**src/rtl/ssd1306_spi_tx_pkg.sv**
```systemverilog
// Shared types and constants for the SSD1306 SPI transmitter.
package ssd1306_tx_pkg;

    typedef enum logic [2:0] {
        ST_RST_LOW  = 3'd0,
        ST_RST_WAIT = 3'd1,
        ST_IDLE     = 3'd2,
        ST_SETUP    = 3'd3,
        ST_SHIFT    = 3'd4,
        ST_HOLD     = 3'd5,
        ST_GAP      = 3'd6
    } tx_state_e;

    localparam int ENTRY_W = 9;

    typedef struct packed {
        logic       dc;
        logic [7:0] dat;
    } tx_entry_t;

    localparam logic [7:0] CMD_DISPLAY_OFF = 8'hAE;
    localparam logic [7:0] CMD_DISPLAY_ON  = 8'hAF;
    localparam logic [7:0] CMD_SET_COL     = 8'h21;
    localparam logic [7:0] CMD_SET_PAGE    = 8'h22;
    localparam logic [7:0] CMD_CHARGE_PUMP = 8'h8D;

    function automatic int max3(input int a, input int b, input int c);
        int m;
        m = (a > b) ? a : b;
        return (m > c) ? m : c;
    endfunction

endpackage

```
**src/rtl/ssd1306_spi_tx_if.sv**
```systemverilog
// Core-side byte port of the SSD1306 transmitter; names follow the DUT's view.
interface ssd1306_spi_tx_if;
    logic [7:0] dat_i;
    logic       dc_i;
    logic       wr_i;
    logic       oled_rst_req_i;
    logic       full_o;
    logic       empty_o;
    logic       busy_o;
    logic       ovf_o;

    modport master (
        output dat_i, dc_i, wr_i, oled_rst_req_i,
        input  full_o, empty_o, busy_o, ovf_o
    );

    modport slave (
        input  dat_i, dc_i, wr_i, oled_rst_req_i,
        output full_o, empty_o, busy_o, ovf_o
    );
endinterface

```
**src/rtl/ssd1306_spi_tx_fifo.sv**
```systemverilog
// Show-ahead FIFO of {dc, byte} entries with wrapping pointers one bit wider than the address.
module ssd1306_tx_fifo
    import ssd1306_tx_pkg::*;
#(
    parameter int AW = 4
) (
    input  logic      clk_i,
    input  logic      rst_i,
    input  logic      flush_i,
    input  logic      wr_i,
    input  tx_entry_t wdata_i,
    input  logic      rd_i,
    output tx_entry_t rdata_o,
    output logic      full_o,
    output logic      empty_o
);
    logic [AW:0] wr_ptr_q, wr_ptr_d;
    logic [AW:0] rd_ptr_q, rd_ptr_d;
    tx_entry_t   mem_q [2**AW];

    assign empty_o = (wr_ptr_q == rd_ptr_q);
    assign full_o  = (wr_ptr_q[AW] != rd_ptr_q[AW]) &&
                     (wr_ptr_q[AW-1:0] == rd_ptr_q[AW-1:0]);
    assign rdata_o = mem_q[rd_ptr_q[AW-1:0]];

    // Pointer advance; a write while full or a read while empty is ignored.
    always_comb begin
        wr_ptr_d = wr_ptr_q;
        rd_ptr_d = rd_ptr_q;
        if (wr_i && !full_o)  wr_ptr_d = wr_ptr_q + 1'b1;
        if (rd_i && !empty_o) rd_ptr_d = rd_ptr_q + 1'b1;
    end

    // Pointer registers; flush empties the FIFO without touching storage.
    always_ff @(posedge clk_i) begin
        if (rst_i || flush_i) begin
            wr_ptr_q <= '0;
            rd_ptr_q <= '0;
        end else begin
            wr_ptr_q <= wr_ptr_d;
            rd_ptr_q <= rd_ptr_d;
        end
    end

    // Entry storage.
    always_ff @(posedge clk_i) begin
        if (wr_i && !full_o) mem_q[wr_ptr_q[AW-1:0]] <= wdata_i;
    end
endmodule

```
**src/rtl/ssd1306_spi_tx.sv**
```systemverilog
// SPI mode-0 transmitter for an SSD1306 OLED: buffers bytes, sequences the
// panel reset and frames bytes with SS/DC.
//
// state     | meaning
// RST_LOW   | panel reset pin held low
// RST_WAIT  | reset released, panel settling
// IDLE      | waiting for a queued byte
// SETUP     | SS low, first bit on MOSI, before first SCK rise
// SHIFT     | clocking bits; back-to-back bytes chain here
// HOLD      | SCK low, SS still low after last bit
// GAP       | SS high before the next frame may start
module ssd1306_spi_tx
    import ssd1306_tx_pkg::*;
#(
    parameter int CLK_DIV         = 4,
    parameter int FIFO_AW         = 4,
    parameter int RST_LOW_CYCLES  = 480,
    parameter int RST_WAIT_CYCLES = 4800
) (
    input  logic              clk_i,
    input  logic              rst_i,
    ssd1306_spi_tx_if.slave   bus,
    output logic              ss_o,
    output logic              scl_o,
    output logic              mosi_o,
    output logic              dc_o,
    output logic              oled_rst_o
);
    localparam int CNT_MAX = max3(CLK_DIV, RST_LOW_CYCLES, RST_WAIT_CYCLES);
    localparam int CNT_W   = $clog2(CNT_MAX + 1);

    tx_state_e        state_q, state_d;
    logic [CNT_W-1:0] cnt_q, cnt_d;
    logic [3:0]       bit_q, bit_d;
    logic [7:0]       sh_q, sh_d;
    logic             ss_q, ss_d;
    logic             scl_q, scl_d;
    logic             dc_q, dc_d;
    logic             orst_q, orst_d;
    logic             ovf_q, ovf_d;

    logic             pop;
    logic             half_done;
    logic             fifo_wr;
    logic             fifo_full, fifo_empty;
    tx_entry_t        head, wr_entry;

    // A write coinciding with a reset request is dropped, as is any write while full.
    assign fifo_wr  = bus.wr_i && !bus.oled_rst_req_i;
    assign wr_entry = {bus.dc_i, bus.dat_i};
    assign ovf_d    = ovf_q | (fifo_wr && fifo_full);

    ssd1306_tx_fifo #(.AW(FIFO_AW)) u_fifo (
        .clk_i   (clk_i),
        .rst_i   (rst_i),
        .flush_i (bus.oled_rst_req_i),
        .wr_i    (fifo_wr),
        .wdata_i (wr_entry),
        .rd_i    (pop),
        .rdata_o (head),
        .full_o  (fifo_full),
        .empty_o (fifo_empty)
    );

    assign half_done = (cnt_q == CNT_W'(CLK_DIV - 1));

    // Next-state logic; bit_q == 8 marks the final low half of a byte with nothing queued behind it.
    always_comb begin
        state_d = state_q;
        cnt_d   = cnt_q;
        bit_d   = bit_q;
        sh_d    = sh_q;
        ss_d    = ss_q;
        scl_d   = scl_q;
        dc_d    = dc_q;
        orst_d  = orst_q;
        pop     = 1'b0;
        if (bus.oled_rst_req_i) begin
            state_d = ST_RST_LOW;
            cnt_d   = '0;
            bit_d   = '0;
            sh_d    = '0;
            ss_d    = 1'b1;
            scl_d   = 1'b0;
            dc_d    = 1'b0;
            orst_d  = 1'b0;
        end else begin
            case (state_q)
                ST_RST_LOW: begin
                    if (cnt_q == CNT_W'(RST_LOW_CYCLES - 1)) begin
                        orst_d  = 1'b1;
                        cnt_d   = '0;
                        state_d = ST_RST_WAIT;
                    end else cnt_d = cnt_q + CNT_W'(1);
                end
                ST_RST_WAIT: begin
                    if (cnt_q == CNT_W'(RST_WAIT_CYCLES - 1)) begin
                        cnt_d   = '0;
                        state_d = ST_IDLE;
                    end else cnt_d = cnt_q + CNT_W'(1);
                end
                ST_IDLE: begin
                    if (!fifo_empty) begin
                        pop     = 1'b1;
                        sh_d    = head.dat;
                        dc_d    = head.dc;
                        ss_d    = 1'b0;
                        cnt_d   = '0;
                        state_d = ST_SETUP;
                    end
                end
                ST_SETUP: begin
                    if (half_done) begin
                        scl_d   = 1'b1;
                        cnt_d   = '0;
                        bit_d   = '0;
                        state_d = ST_SHIFT;
                    end else cnt_d = cnt_q + CNT_W'(1);
                end
                ST_SHIFT: begin
                    if (!half_done) cnt_d = cnt_q + CNT_W'(1);
                    else begin
                        cnt_d = '0;
                        if (scl_q) begin
                            scl_d = 1'b0;
                            if (bit_q == 4'd7) begin
                                if (!fifo_empty) begin
                                    pop   = 1'b1;
                                    sh_d  = head.dat;
                                    dc_d  = head.dc;
                                    bit_d = '0;
                                end else bit_d = 4'd8;
                            end else begin
                                sh_d  = {sh_q[6:0], 1'b0};
                                bit_d = bit_q + 4'd1;
                            end
                        end else if (bit_q == 4'd8) begin
                            state_d = ST_HOLD;
                        end else scl_d = 1'b1;
                    end
                end
                ST_HOLD: begin
                    if (half_done) begin
                        ss_d    = 1'b1;
                        cnt_d   = '0;
                        state_d = ST_GAP;
                    end else cnt_d = cnt_q + CNT_W'(1);
                end
                ST_GAP: begin
                    if (half_done) begin
                        cnt_d   = '0;
                        state_d = ST_IDLE;
                    end else cnt_d = cnt_q + CNT_W'(1);
                end
                default: state_d = ST_RST_LOW;
            endcase
        end
    end

    // State and pin registers with synchronous reset.
    always_ff @(posedge clk_i) begin
        if (rst_i) begin
            state_q <= ST_RST_LOW;
            cnt_q   <= '0;
            bit_q   <= '0;
            sh_q    <= '0;
            ss_q    <= 1'b1;
            scl_q   <= 1'b0;
            dc_q    <= 1'b0;
            orst_q  <= 1'b0;
            ovf_q   <= 1'b0;
        end else begin
            state_q <= state_d;
            cnt_q   <= cnt_d;
            bit_q   <= bit_d;
            sh_q    <= sh_d;
            ss_q    <= ss_d;
            scl_q   <= scl_d;
            dc_q    <= dc_d;
            orst_q  <= orst_d;
            ovf_q   <= ovf_d;
        end
    end

    assign ss_o        = ss_q;
    assign scl_o       = scl_q;
    assign mosi_o      = sh_q[7];
    assign dc_o        = dc_q;
    assign oled_rst_o  = orst_q;
    assign bus.full_o  = fifo_full;
    assign bus.empty_o = fifo_empty;
    assign bus.busy_o  = (state_q != ST_IDLE) || !fifo_empty;
    assign bus.ovf_o   = ovf_q;
endmodule

```
**src/flat_wrapper.sv**
```systemverilog
// flat-port wrapper written by rule: the top's interface ports become plain ports
module ssd1306_spi_tx_flat import ssd1306_tx_pkg::*;
#(
    parameter int CLK_DIV         = 4,
    parameter int FIFO_AW         = 4,
    parameter int RST_LOW_CYCLES  = 480,
    parameter int RST_WAIT_CYCLES = 4800
)
  (clk_i, rst_i, ss_o, scl_o, mosi_o, dc_o, oled_rst_o, bus_dat_i, bus_dc_i, bus_wr_i, bus_oled_rst_req_i, bus_full_o, bus_empty_o, bus_busy_o, bus_ovf_o);
  ssd1306_spi_tx_if bus_i ();
  input  logic clk_i;
  input  logic rst_i;
  output logic ss_o;
  output logic scl_o;
  output logic mosi_o;
  output logic dc_o;
  output logic oled_rst_o;
  input wire logic [$bits(bus_i.dat_i)-1:0] bus_dat_i;
  input wire logic [$bits(bus_i.dc_i)-1:0] bus_dc_i;
  input wire logic [$bits(bus_i.wr_i)-1:0] bus_wr_i;
  input wire logic [$bits(bus_i.oled_rst_req_i)-1:0] bus_oled_rst_req_i;
  output wire logic [$bits(bus_i.full_o)-1:0] bus_full_o;
  output wire logic [$bits(bus_i.empty_o)-1:0] bus_empty_o;
  output wire logic [$bits(bus_i.busy_o)-1:0] bus_busy_o;
  output wire logic [$bits(bus_i.ovf_o)-1:0] bus_ovf_o;
  assign bus_i.dat_i = bus_dat_i;
  assign bus_i.dc_i = bus_dc_i;
  assign bus_i.wr_i = bus_wr_i;
  assign bus_i.oled_rst_req_i = bus_oled_rst_req_i;
  assign bus_full_o = bus_i.full_o;
  assign bus_empty_o = bus_i.empty_o;
  assign bus_busy_o = bus_i.busy_o;
  assign bus_ovf_o = bus_i.ovf_o;
  ssd1306_spi_tx #(.CLK_DIV(CLK_DIV), .FIFO_AW(FIFO_AW), .RST_LOW_CYCLES(RST_LOW_CYCLES), .RST_WAIT_CYCLES(RST_WAIT_CYCLES)) u_core (.clk_i(clk_i), .rst_i(rst_i), .bus(bus_i), .ss_o(ss_o), .scl_o(scl_o), .mosi_o(mosi_o), .dc_o(dc_o), .oled_rst_o(oled_rst_o));
endmodule
```
**config.mk**
```make
export PLATFORM = sky130hd
export DESIGN_NAME = ssd1306_spi_tx_flat
export DESIGN_NICKNAME = d
export VERILOG_FILES = /design/src/rtl/ssd1306_spi_tx_pkg.sv /design/src/rtl/ssd1306_spi_tx_if.sv /design/src/rtl/ssd1306_spi_tx_fifo.sv /design/src/rtl/ssd1306_spi_tx.sv /design/src/flat_wrapper.sv
export SDC_FILE = /design/constraint.sdc
export NUM_CORES = 1
export LEC_CHECK = 0
export ABC_AREA = 1
export ABC_CLOCK_PERIOD_IN_PS = 4300
export BUFFER_PORTS_ARGS = -buffer_cell sky130_fd_sc_hd__buf_4
export CORE_ASPECT_RATIO = 0.9
export CORE_MARGIN = 10
export CORE_UTILIZATION = 45
export DETAILED_ROUTE_END_ITERATION = 8
export PLACE_DENSITY = 0.61
export SYNTH_ARGS = -nofsm -noshare
export SYNTH_HDL_FRONTEND = slang
export SYNTH_SLANG_ARGS = --single-unit
```
**constraint.sdc**
```tcl
create_clock -name clk_i -period 4.3 [get_ports clk_i]
set_input_delay 0.43 -clock clk_i [delete_from_list [all_inputs] [get_ports clk_i]]
set_output_delay 0.43 -clock clk_i [all_outputs]
set_load 0.02 [all_outputs]
```
# ---- Yosys cells after proc, flatten, opt, wreduce, memory -nomap -nowiden
# Memories as Yosys holds them, arrays and structs flattened. A register that Yosys moved wholly into a read port is not among the register bits.
# Cells that the tools add are included.
dict set report word_totals {
  reg_bits 43
  ramBits 144
  elab_cells 116
  mem_count 1
}
dict set report classes {
  n_addsub 4
  eq_ne 26
  mux 48
  bitwise 1
  n_reduce_logical 25
}
# memory words width read_ports rd_clocked_by_memory_dff write_ports line
set memory_table {}
lappend memory_table {u_core.u_fifo.mem_q 16 9 1 1 1 ssd1306_spi_tx_fifo.sv:19} ;# tx_entry_t mem_q [2**AW];
# operator count
set ops {}
lappend ops {{$mux W13} 4}
lappend ops {{$pmux W13 S4} 1}
lappend ops {{$mux W8} 4}
lappend ops {{$mux W4} 7}
lappend ops {{$mux W3} 9}
lappend ops {{$pmux W3 S7} 1}
lappend ops {{$ne A2 B1 Y1 const B} 9}
lappend ops {{$mux W1} 16}
lappend ops {{$pmux W8 S2} 1}
lappend ops {{$add A13 B1 Y13 const B} 1}
lappend ops {{$eq A13 B13 Y1 const B} 1}
lappend ops {{$eq A13 B2 Y1 const B} 1}
lappend ops {{$eq A13 B9 Y1 const B} 1}
lappend ops {{$add A5 B1 Y5 const B} 2}
lappend ops {{$eq A3 B3 Y1 const B} 3}
lappend ops {{$reduce_and A3 Y1} 3}
lappend ops {{$reduce_and A9 Y1} 1}
lappend ops {{$pmux W1 S2} 4}
lappend ops {{$pmux W4 S2} 1}
lappend ops {{$reduce_and A4 Y1} 2}
lappend ops {{$eq A3 B2 Y1 const B} 2}
lappend ops {{$reduce_bool A2 Y1} 3}
lappend ops {{$eq A5 B5 Y1} 1}
lappend ops {{$logic_and A1 B1 Y1} 5}
lappend ops {{other kinds (16)} 21}

# ---- Depth between registers and ports, before layout
# Gate-level depths: netlist (run 1).
dict set report depth {
  depth_word 10
  mapped_depth 13
  ltp_nobuf 13
}

# ---- Modules after synthesis
# From an unflattened synthesis (run 1), not the netlist that was laid out.
dict set report unflattened {
  hier_cells 891
  hier_area_um2 8655.8
}
# module instances cells_per_inst area_per_inst_um2 seq_area_each_um2
set by_module_without_submodules {}
lappend by_module_without_submodules {ssd1306_tx_fifo 1 585 6690.2 4604.4}
lappend by_module_without_submodules {ssd1306_spi_tx 1 306 1965.6 660.6}

# ---- Least setup slack after synthesis (run 1)
# OpenSTA, ideal clock, no wires.
dict set report synth_timing {
  kind {reg-to-reg}
  from {register u_core.u_fifo.rd_ptr_q[4]}
  to {memory u_core.u_fifo.mem_q[11][0] in the netlist's numbering (enable)}
  arrival_ns 1.492
  required_time_ns 3.926
  path_slack_ns 2.433
  stages_incl_launch_ff 8
  n_path_buf 0
  period_less_slack_ns 1.867
  cell_sequence {dfxtp_1 -> xnor2_1 -> inv_1 -> nand3_1 -> nand2_2 -> inv_1 -> nand2_1 -> nor2_1}
}
dict set report synth_between {
  elab_chain_cells 6
}
# element line
set synth_rtl {}
lappend synth_rtl {{from (decl)} ssd1306_spi_tx_fifo.sv:18} ;# logic [AW:0] rd_ptr_q, rd_ptr_d;
lappend synth_rtl {{from (signal assigned)} ssd1306_spi_tx_fifo.sv:41} ;# rd_ptr_q <= rd_ptr_d;
lappend synth_rtl {{$ne A1 B1 Y1} ssd1306_spi_tx_fifo.sv:22} ;# assign full_o = (wr_ptr_q[AW] != rd_ptr_q[AW]) &&
lappend synth_rtl {{$logic_and A1 B1 Y1} ssd1306_spi_tx_fifo.sv:22}
lappend synth_rtl {{$logic_not A1 Y1} ssd1306_spi_tx_fifo.sv:47} ;# if (wr_i && !full_o) mem_q[wr_ptr_q[AW-1:0]] <= wdata_i;
lappend synth_rtl {{$logic_and A1 B1 Y1} ssd1306_spi_tx_fifo.sv:47}
lappend synth_rtl {{$mux W1} ssd1306_spi_tx_fifo.sv:47}
lappend synth_rtl {{$mux W1 (implied by the code)} ssd1306_spi_tx_fifo.sv:47}
lappend synth_rtl {{to (decl)} ssd1306_spi_tx_fifo.sv:19}
# No other way between the ends.

# ---- Worst setup path in the final report (run 1)
dict set report layout_timing {
  from {register u_core.u_fifo.wr_ptr_q[1]}
  to {memory u_core.u_fifo.mem_q[13][6] in the netlist's numbering (enable)}
}
dict set report layout_between {
  elab_chain_cells 6
}
# element line
set layout_rtl {}
lappend layout_rtl {{from (decl)} ssd1306_spi_tx_fifo.sv:17} ;# logic [AW:0] wr_ptr_q, wr_ptr_d;
lappend layout_rtl {{from (signal assigned)} ssd1306_spi_tx_fifo.sv:40} ;# wr_ptr_q <= wr_ptr_d;
lappend layout_rtl {{$eq A4 B4 Y1} ssd1306_spi_tx_fifo.sv:23} ;# (wr_ptr_q[AW-1:0] == rd_ptr_q[AW-1:0]);
lappend layout_rtl {{$logic_and A1 B1 Y1} ssd1306_spi_tx_fifo.sv:22}
lappend layout_rtl {{$logic_not A1 Y1} ssd1306_spi_tx_fifo.sv:47}
lappend layout_rtl {{$logic_and A1 B1 Y1} ssd1306_spi_tx_fifo.sv:47}
lappend layout_rtl {{$mux W1} ssd1306_spi_tx_fifo.sv:47}
lappend layout_rtl {{$mux W1 (implied by the code)} ssd1306_spi_tx_fifo.sv:47}
# Several ways; a longest one is shown, not always the timed one.

==> summary.md, run 1 <==
| Metric | Value |
|---|---|
| Status | finished clean |
| Leakage power | 4.11 nW |
| HP Class | in -> reg |
| Max Clock Skew | 0.00869 ns |
| Cts repair resizes | 0 |
| Number of antenna violations at the first check in global routing | 0 |
| Worst hold slack | roughly 0.15 ns |
| Synth cell types | 42 |
| Clock Path Buffers | 2 |
| Die Y-Extent | ~160 um |
| Synth Register Bits | 191 |
| Share of layout cells above drive strength 1 | 0.106 |
| Die W | 170 um |
| Crit-path max FO | 9 |
| Area of the mapped netlist | between 0.009 and 0.01 sq mm |
| Via density | 5.22 |
| Drt first-iter violations | 590 |
| RSZ-0062 raised after global routing | no |
| Post-CTS Hold Fix Bufs | 0 |
| H-tree depth | 4 |
| Setup crit end kind | flip-flop |
| TritonCTS Buffers | 17 |
| Initial core utilization | 0.459 |
| Number of global-route vias before repair | about 6.4k |
| Slew Viols, Final | 0 |
| NetSw | 0.812 mW |
| Clk pwr share | 0.439 |
| Site Rows | 49 |
| Setup TNS | 0 ns |
| Top post-synthesis cells by count | 264 x nand2_1, 144 x edfxtp_1, 134 x nand3_1 |
| Drc violations | 0 |
| R2R cell count | 7 |
| FF-to-FF setup slack | 1.75 ns |
| Req. time, crit path | around 4.4 ns |
| Internal Dissipation | 2.89 mW |
| Via count | 6800 |
| Period minus WS final | 2.55 ns |
| Pwr per Cell Area | 367 mW/mm^2 |
| Die area | around 0.026 sq mm |
| Ys async rst share | 0 |
| WS Path Type | reg -> reg |
| Switch share | 0.219 |
| Area occupied by multi-input gates | 0.00314 sq mm |
| Clock root buffer | clkbuf_16 |
| Clock Sink Count | between 150 and 200 |
| Yosys top cell area share | 0.472 |
| RePlAce Congestion | 0.886 |
| Port bufs | 21 |
| Layout Nets | 1056 |
| Area delta synth->final | 9.77% |
| Peak Freq | 392 MHz |
| Fillers | 1883 |
| R2R Path Start | u_core.u_fifo.wr_ptr_q[1]$_SDFFE_PP0P_ |
| Gr ovfl total | 0 |
| HPWL Detailed | 14600 um |
| Worst path arrival time | 2.61 ns |
| R2R Path End | u_core.u_fifo.mem_q[13][6]$_DFFE_PP_ |
| Setup crit start kind | flip-flop |
| Cells after synthesis | ~1.0k |
| Pin count of the biggest net entering global routing | 73 |
| Post-synth EDFFs | about 140 |
| Main synth FF type | edfxtp_1 |
| First-pass GRT wire length | about 35000 um |
| Avg WL per Cell | 17.1 um |
| Ports | 22 |
| Antenna Nets Post-Route | 0 |
| Number of setup buffers added after CTS | 0 |
| Top-count cell post-synth | nand2_1 |
| Final Hold Vio Count | 0 |
| Worst Setup EP | u_core.u_fifo.mem_q[13][6]$_DFFE_PP_ |
| Max rail drop VDD | approximately 0.26 mV |
| Post-Layout Inst Area | ~0.010 sq mm |
| 1st-pass router iterations | 6 |
| Inserted Diodes | 0 |
| Total wire length | roughly 22000 um |
| Worst Setup SP | u_core.u_fifo.wr_ptr_q[1]$_SDFFE_PP0P_ |
| Latest clock arrival within the worst-skew pair | 0.43 ns |
| Sequential share of power | 0.538 |
| Storage element area | ~0.0053 sq mm |
| Tightest Pin Transition | 1.15 ns |
| HP Start | rst_i |
| Placed Area | 0.00947 sq mm |
| Tcrit/Tclk final | 0.594 |
| Core outline area | around 0.020 sq mm |
| Gr usage total | 0.171 |
| CTS tree | done |
| Syn nets | 1049 |
| Synth area leader | edfxtp_1 |
| Post-Syn Area per Cell | 8.92 sq um |
| Share of the yosys chip area belonging to registers | 0.574 |
| Synth area leaders | edfxtp_1 47%, nand2_1 11%, dfxtp_1 10% |
| Relative slew slack | 0.233 |
| Max-cap check violation count | 0 |
| Comb power frac | 0.024 |
| Clock transition at path regs | 0.07 ns |
| Final setup vio count | 0 |
| Syn. warnings | 0 |
[logic make-up after synthesis]
family / Yosys count / synth area share
buf+inv: 182 / 0.0832
xor+xnor: 10 / 0.00955
fa+ha+maj: 8 / 0.0109
compound gates: 92 / 0.0585
flops: 191 / 0.574
simple gates: 545 / 0.264
[critical path: stages (launching register included)]
cell and delay (ns):
dfxtp_1 0.45, xor2_1 0.19, nor2_1 0.11, nand3_1 0.15
nand2_2 0.14, inv_1 0.15, nand2_1 0.23, nor2_1 0.75
[worst min path at each step]
stage	endpoint	slack (ns)	depth (start not counted)
final	u_core.bus.ovf_o$_SDFF_PP0_	0.15	2
after global routing	u_core.bus.ovf_o$_SDFF_PP0_	0.14	2
after CTS	u_core.bus.ovf_o$_SDFF_PP0_	0.14	2
after detailed placement	u_core.bit_q[3]$_SDFFE_PP0P_	0.46	2
after global placement	u_core.sh_q[2]$_SDFFE_PP0P_	0.45	2
after floorplan	u_core.bit_q[3]$_SDFFE_PP0P_	0.44	2
[layer usage]
layer  up-vias  wire length (um)  track usage
li1       3376                 -            -
met1      3207             10500        0.239
met2       198             10300        0.270
met3        19              1240       0.0339
met4         0               193       0.0392
met5         -                 0            0
[registers in the layout, indices dropped and copies added, names as in the netlist, named ones only]
| signal | count |
|---|---|
| u_core.oled_rst_o | 1 |
| u_core.dc_o | 1 |
| u_core.sh_q | 8 |
| u_core.scl_o | 1 |
| u_core.bit_q | 4 |
| u_core.cnt_q | 13 |
| u_core.ss_o | 1 |
| u_core.state_q | 3 |
| u_core.u_fifo.rd_ptr_q | 5 |
| u_core.u_fifo.wr_ptr_q | 5 |
| u_core.bus.ovf_o | 1 |
| u_core.u_fifo.mem_q | 144 |
[layout by cell type, fill, tap and decap left out, types with 5 or more instances in the layout]
cell type    n
inv_1      133
nand4_1      8
nor2_1      92
xor2_1       8
inv_2        5
clkinv_1     6
edfxtp_1   144
ha_1         8
buf_4       26
o211ai_1    11
nor2_2       5
inv_6        6
nand2_1    264
a21oi_1     28
nand3_1    134
o21ai_0     34
clkbuf_16   17
dfxtp_1     46
nand2_2     19
a21oi_2      9
[power by group through the flow]
stage | registers (mW) | clock network, mW | logic (mW)
after floorplan | 2.03 | 0 | 0.0375
after global placement | 2.03 | 0 | 0.0878
after detailed placement | 2.03 | 0 | 0.0889
after CTS | 1.99 | 1.64 | 0.0889
after global routing | 1.99 | 1.72 | 0.0968
final | 1.99 | 1.62 | 0.0875
[metrics by stage]
stage	setup WS, ns	cells	utilization	power (mW)
finish	1.75	1303	0.504	3.70
global route	1.53	1303	0.504	3.80
floorplan	2.43	1028	-	2.07
global placement	1.77	1271	0.474	2.12
CTS	1.72	1303	0.504	3.72
detailed placement	1.73	1271	0.474	2.12
[final cells by class]
class	count	share of cell area
flip-flops and latches	191	0.523
multi-input cells	655	0.312
inverters	144	0.0539
clock buffers	18	0.0426
well taps	255	0.0317
repair buffers	26	0.0194
clock inverters	14	0.0170
No activity file was read; power rests on OpenSTA's default activity.
==> inputs of run 2 (changes only) <==
--- a/config.mk
+++ b/config.mk
@@ -5,14 +5,14 @@
 export SDC_FILE = /design/constraint.sdc
 export NUM_CORES = 1
 export LEC_CHECK = 0
-export ABC_AREA = 1
-export ABC_CLOCK_PERIOD_IN_PS = 4300
+export ABC_AREA = 0
+export ABC_CLOCK_PERIOD_IN_PS = 2280
 export BUFFER_PORTS_ARGS = -buffer_cell sky130_fd_sc_hd__buf_4
 export CORE_ASPECT_RATIO = 0.9
 export CORE_MARGIN = 10
 export CORE_UTILIZATION = 45
 export DETAILED_ROUTE_END_ITERATION = 8
-export PLACE_DENSITY = 0.61
+export PLACE_DENSITY = 0.63
 export SYNTH_ARGS = -nofsm -noshare
 export SYNTH_HDL_FRONTEND = slang
 export SYNTH_SLANG_ARGS = --single-unit
==> constraint.sdc (replaced) <==
create_clock -name clk_i -period 2.28 [get_ports clk_i]
set_input_delay 0.228 -clock clk_i [delete_from_list [all_inputs] [get_ports clk_i]]
set_output_delay 0.228 -clock clk_i [all_outputs]
set_load 0.02 [all_outputs]
==> summary.md, run 2 <==
| Metric | Value |
|---|---|
| Avg WL per Cell | 20.0 um (was 17.1 um) |
| Pin count of the biggest net entering global routing | 35 (was 73) |
| Max-cap check violation count | 0 (unchanged) |
| RePlAce Congestion | 0.800 (was 0.886) |
| Area delta synth->final | 15.9% (was 9.77%) |
| Top-count cell post-synth | edfxtp_1 (was nand2_1) |
| RSZ-0062 raised after global routing | no (unchanged) |
| Switch share | 0.219 (about the same) |
| HP Start | bus_wr_i (was rst_i) |
| Peak per-stage delay on the critical path | 0.44 ns (was 0.75 ns) |
| Pre-CTS setup slack | 0.168 ns (was 1.73 ns) |
| R2R Path Start | u_core.cnt_q[2]$_SDFFE_PP0P_ (was u_core.u_fifo.wr_ptr_q[1]$_SDFFE_PP0P_) |
| Port bufs | 21 (unchanged) |
| Worst Hold End | u_core.bus.ovf_o$_SDFF_PP0_ (unchanged) |
| CP top delay family | buffers and inverters (was simple AND/OR/NAND/NOR gates) |
| Setup crit end kind | primary output (was flip-flop) |
| Top post-synthesis cells by count | 144 x edfxtp_1, 63 x nor2_1, 47 x dfxtp_1 (was 264 x nand2_1, 144 x edfxtp_1, 134 x nand3_1) |
| WS Path Type | reg -> out (was reg -> reg) |
| Gr usage total | 0.144 (was 0.171) |
| Relative slew slack | 0.666 (was 0.233) |
| Inserted Diodes | 0 (unchanged) |
| Site Rows | 45 (was 49) |
| Max rail drop VDD | 0.561 mV (was 0.262 mV) |
| Number of antenna violations at the first check in global routing | 0 (unchanged) |
| Gr ovfl total | 0 (unchanged) |
| Period minus WS final | 2.17 ns |
| Pwr per Cell Area | 745 mW/mm^2 (was 367 mW/mm^2) |
| Most common cell on crit path | buf_4 (was nor2_1) |
| Clock transition at path regs | 0.07 ns (about the same) |
| CTS tree | done (unchanged) |
| Die W | 160 um (was 170 um) |
| Hold Path Cell Cnt | 3 (was 2) |
| Max Clock Skew | 0.0105 ns (was 0.00869 ns) |
| Syn. warnings | 0 (unchanged) |
| Final WS setup | 0.113 ns (was 1.75 ns) |
| Clock Path Buffers | 2 (unchanged) |
| HPWL Detailed | 10600 um (was 14600 um) |
| Most common cell after layout, fill and taps aside | edfxtp_1 (was nand2_1) |
| Cells after synthesis | 527 (was 1028) |
| Ports | 22 (unchanged) |
| Buf/Inv on CP | 3 (was 1) |
| Main synth FF type | edfxtp_1 (unchanged) |
| Max FFs per register | 144 (unchanged) |
| Worst path arrival time | 1.94 ns (was 2.61 ns) |
| TritonCTS Buffers | 17 (unchanged) |
| Sequential share of power | 0.547 (was 0.538) |
| Syn nets | 548 (was 1049) |
| Peak Freq | approximately 460 MHz |
| Die Y-Extent | 146 um (was 155 um) |
| Ys async rst share | 0 (unchanged) |
| Most frequent cells in the layout | 144 x edfxtp_1, 62 x nor2_1, 53 x buf_4 (was 264 x nand2_1, 144 x edfxtp_1, 134 x nand3_1) |
| Clock Sink Count | 191 (unchanged) |
| Internal Dissipation | 5.35 mW (was 2.89 mW) |
| R2R Path End | u_core.sh_q[4]$_SDFFE_PP0P_ (was u_core.u_fifo.mem_q[13][6]$_DFFE_PP_) |
| Post-synth EDFFs | 144 (unchanged) |
| Clock root buffer | clkbuf_16 (unchanged) |
| Tcrit/Tclk final | 0.950 |
| HP Class | in -> reg (unchanged) |
| Drt first-iter violations | 407 (was 590) |
| Setup crit start kind | flip-flop (unchanged) |
| Setup TNS | 0 ns (unchanged) |
| Share of the yosys chip area belonging to registers | 0.663 (was 0.574) |
| Synth area leaders | edfxtp_1 54%, dfxtp_1 12%, mux4_2 11% (was edfxtp_1 47%, nand2_1 11%, dfxtp_1 10%) |
| Req. time, crit path | 2.05 ns (was 4.36 ns) |
| Layout Nets | 598 (was 1056) |
| Die area | 0.0234 sq mm (was 0.0265 sq mm) |
| Via count | 4656 (was 6800) |
| First-pass GRT wire length | 26400 um (was 35500 um) |
| H-tree depth | 4 (unchanged) |
| Drc violations | 0 (unchanged) |
| Core outline area | 0.0171 sq mm (was 0.0200 sq mm) |
| Fillers | 1411 (was 1883) |
| Final setup vio count | 0 (unchanged) |
| FF-to-FF setup slack | 0.19 ns (was 1.75 ns) |
| Crit-path max FO | 9 (unchanged) |
| 1st-pass router iterations | 5 (was 6) |
| R2R cell count | 6 (was 7) |
| Post-Syn Area per Cell | 15.1 sq um (was 8.92 sq um) |
| Slowest CP cell | dfxtp_2 (was nor2_1) |
| Slew Viols, Final | 0 (unchanged) |
| Yosys top cell area share | 0.545 (was 0.472) |
| Status | finished clean (unchanged) |
| Total wire length | 16500 um (was 22200 um) |
| Leakage power | 2.98 nW (was 4.11 nW) |
| Clk pwr share | 0.434 (was 0.439) |
| Area of the mapped netlist | 0.00794 sq mm (was 0.00917 sq mm) |
| Antenna Nets Post-Route | 0 (unchanged) |
| Via density | 5.64 (was 5.22) |
| Synth Register Bits | 191 (unchanged) |
| Final Hold Vio Count | 0 (unchanged) |
| NetSw | 1.50 mW (was 0.812 mW) |
| Initial core utilization | 0.464 (was 0.459) |
| Comb power frac | 0.019 (was 0.024) |
| Synth area leader | edfxtp_1 (unchanged) |
| Tightest Pin Transition | 0.500 ns (was 1.15 ns) |
| Share of layout cells above drive strength 1 | 0.234 (was 0.106) |
| Crit-path cells | xnor2_1 -> nand4_1 -> buf_4 -> nor2_2 -> buf_4 -> nand2_1 -> buf_4 (was xor2_1 -> nor2_1 -> nand3_1 -> nand2_2 -> inv_1 -> nand2_1 -> nor2_1) |
| Number of global-route vias before repair | 4771 (was 6435) |
| Latest clock arrival within the worst-skew pair | 0.44 ns (was 0.43 ns) |
| Synth cell types | 55 (was 42) |
==> run 2: worst max path at each step <==
| stage | startpoint | end | slack (ns) | depth (start not counted) |
|---|---|---|---|---|
| global route | u_core.u_fifo.wr_ptr_q[3]$_SDFFE_PP0P_ | bus_busy_o | 0.02 | 7 |
| CTS | u_core.u_fifo.wr_ptr_q[0]$_SDFFE_PP0P_ | bus_busy_o | 0.06 | 7 |
| detailed placement | u_core.cnt_q[2]$_SDFFE_PP0P_ | u_core.sh_q[3]$_SDFFE_PP0P_ | 0.17 | 6 |
| global placement | u_core.cnt_q[2]$_SDFFE_PP0P_ | u_core.sh_q[3]$_SDFFE_PP0P_ | 0.21 | 6 |
| finish | u_core.u_fifo.wr_ptr_q[3]$_SDFFE_PP0P_ | bus_busy_o | 0.11 | 7 |
| floorplan | u_core.u_fifo.wr_ptr_q[3]$_SDFFE_PP0P_ | u_core.u_fifo.mem_q[3][0]$_DFFE_PP_ | 0.01 | 7 |
==> run 2: worst register-to-register path, cell delays in order, from the launching register on <==
cell and delay (ns):
dfxtp_1 0.36, nor4_1 0.29, nand3_1 0.18, or2_1 0.35, or3_4 0.50, o221ai_1 0.25, nor2_1 0.06
==> run 2: routing by layer <==
metal  vias up  GRT usage  wire length, um
met2       119      0.226             7840
met3        36     0.0282              674
li1       2141          -                -
met4         0     0.0656              380
met1      2360      0.191             7570
met5         -          0                0
==> run 2: logic make-up (layout without fill, tap and decap cells) <==
group,Yosys count,in the layout,synth area share
XOR/XNOR,22,22,0.0243
AO/OA/AOI/OAI,72,72,0.0651
multiplexers,49,49,0.122
AND/OR/NAND/NOR,152,152,0.0949
buffers and inverters,33,96,0.0181
flip-flops,191,191,0.663
adder cells (fa/ha/maj),8,8,0.0126
==> run 2: cell type report <==
class / instances / area [sq um] / area share
Timing Repair Buffer: 57 / 468 / 0.0509
Inverter: 7 / 26.3 / 0.00286
Tap cell: 235 / 294 / 0.0320
Clock inverter: 15 / 168 / 0.0182
Clock buffer: 17 / 425 / 0.0462
Multi-Input combinational cell: 303 / 2550 / 0.277
Sequential cell: 191 / 5270 / 0.573
==> run 2: power groups by stage <==
stage / Sequential [mW] / Clock (mW) / Combinational (mW)
2_1_floorplan: 3.83 / 0 / 0.0560
3_3_place_gp: 3.82 / 0 / 0.128
3_5_place_dp: 3.82 / 0 / 0.132
4_1_cts: 3.75 / 3.00 / 0.134
5_1_grt: 3.75 / 3.15 / 0.149
6_report: 3.75 / 2.97 / 0.133
==> run 2: metrics by stage <==
stage / std cells / hold slack, ns / instance area (sq um) / utilization / total power [mW]
3_3_place_gp: 792 / 0.412 / 8570 / 0.501 / 3.95
2_1_floorplan: 527 / 0.300 / 7940 / - / 3.88
4_1_cts: 825 / 0.0412 / 9180 / 0.536 / 6.88
5_1_grt: 825 / 0.0588 / 9200 / 0.537 / 7.05
3_5_place_dp: 792 / 0.414 / 8570 / 0.501 / 3.96
6_report: 825 / 0.0456 / 9200 / 0.537 / 6.85
==> run 2: what timing repair did <==
action / 4_1_cts / 5_1_grt
hold buffers: 1 / 0
endpoints found under the setup margin: 1 / 15
gates resized for setup: 1 / 5
hold endpoints to repair: 1 / 0
buffers inserted: 0 / 0
pin swaps: 0 / 1
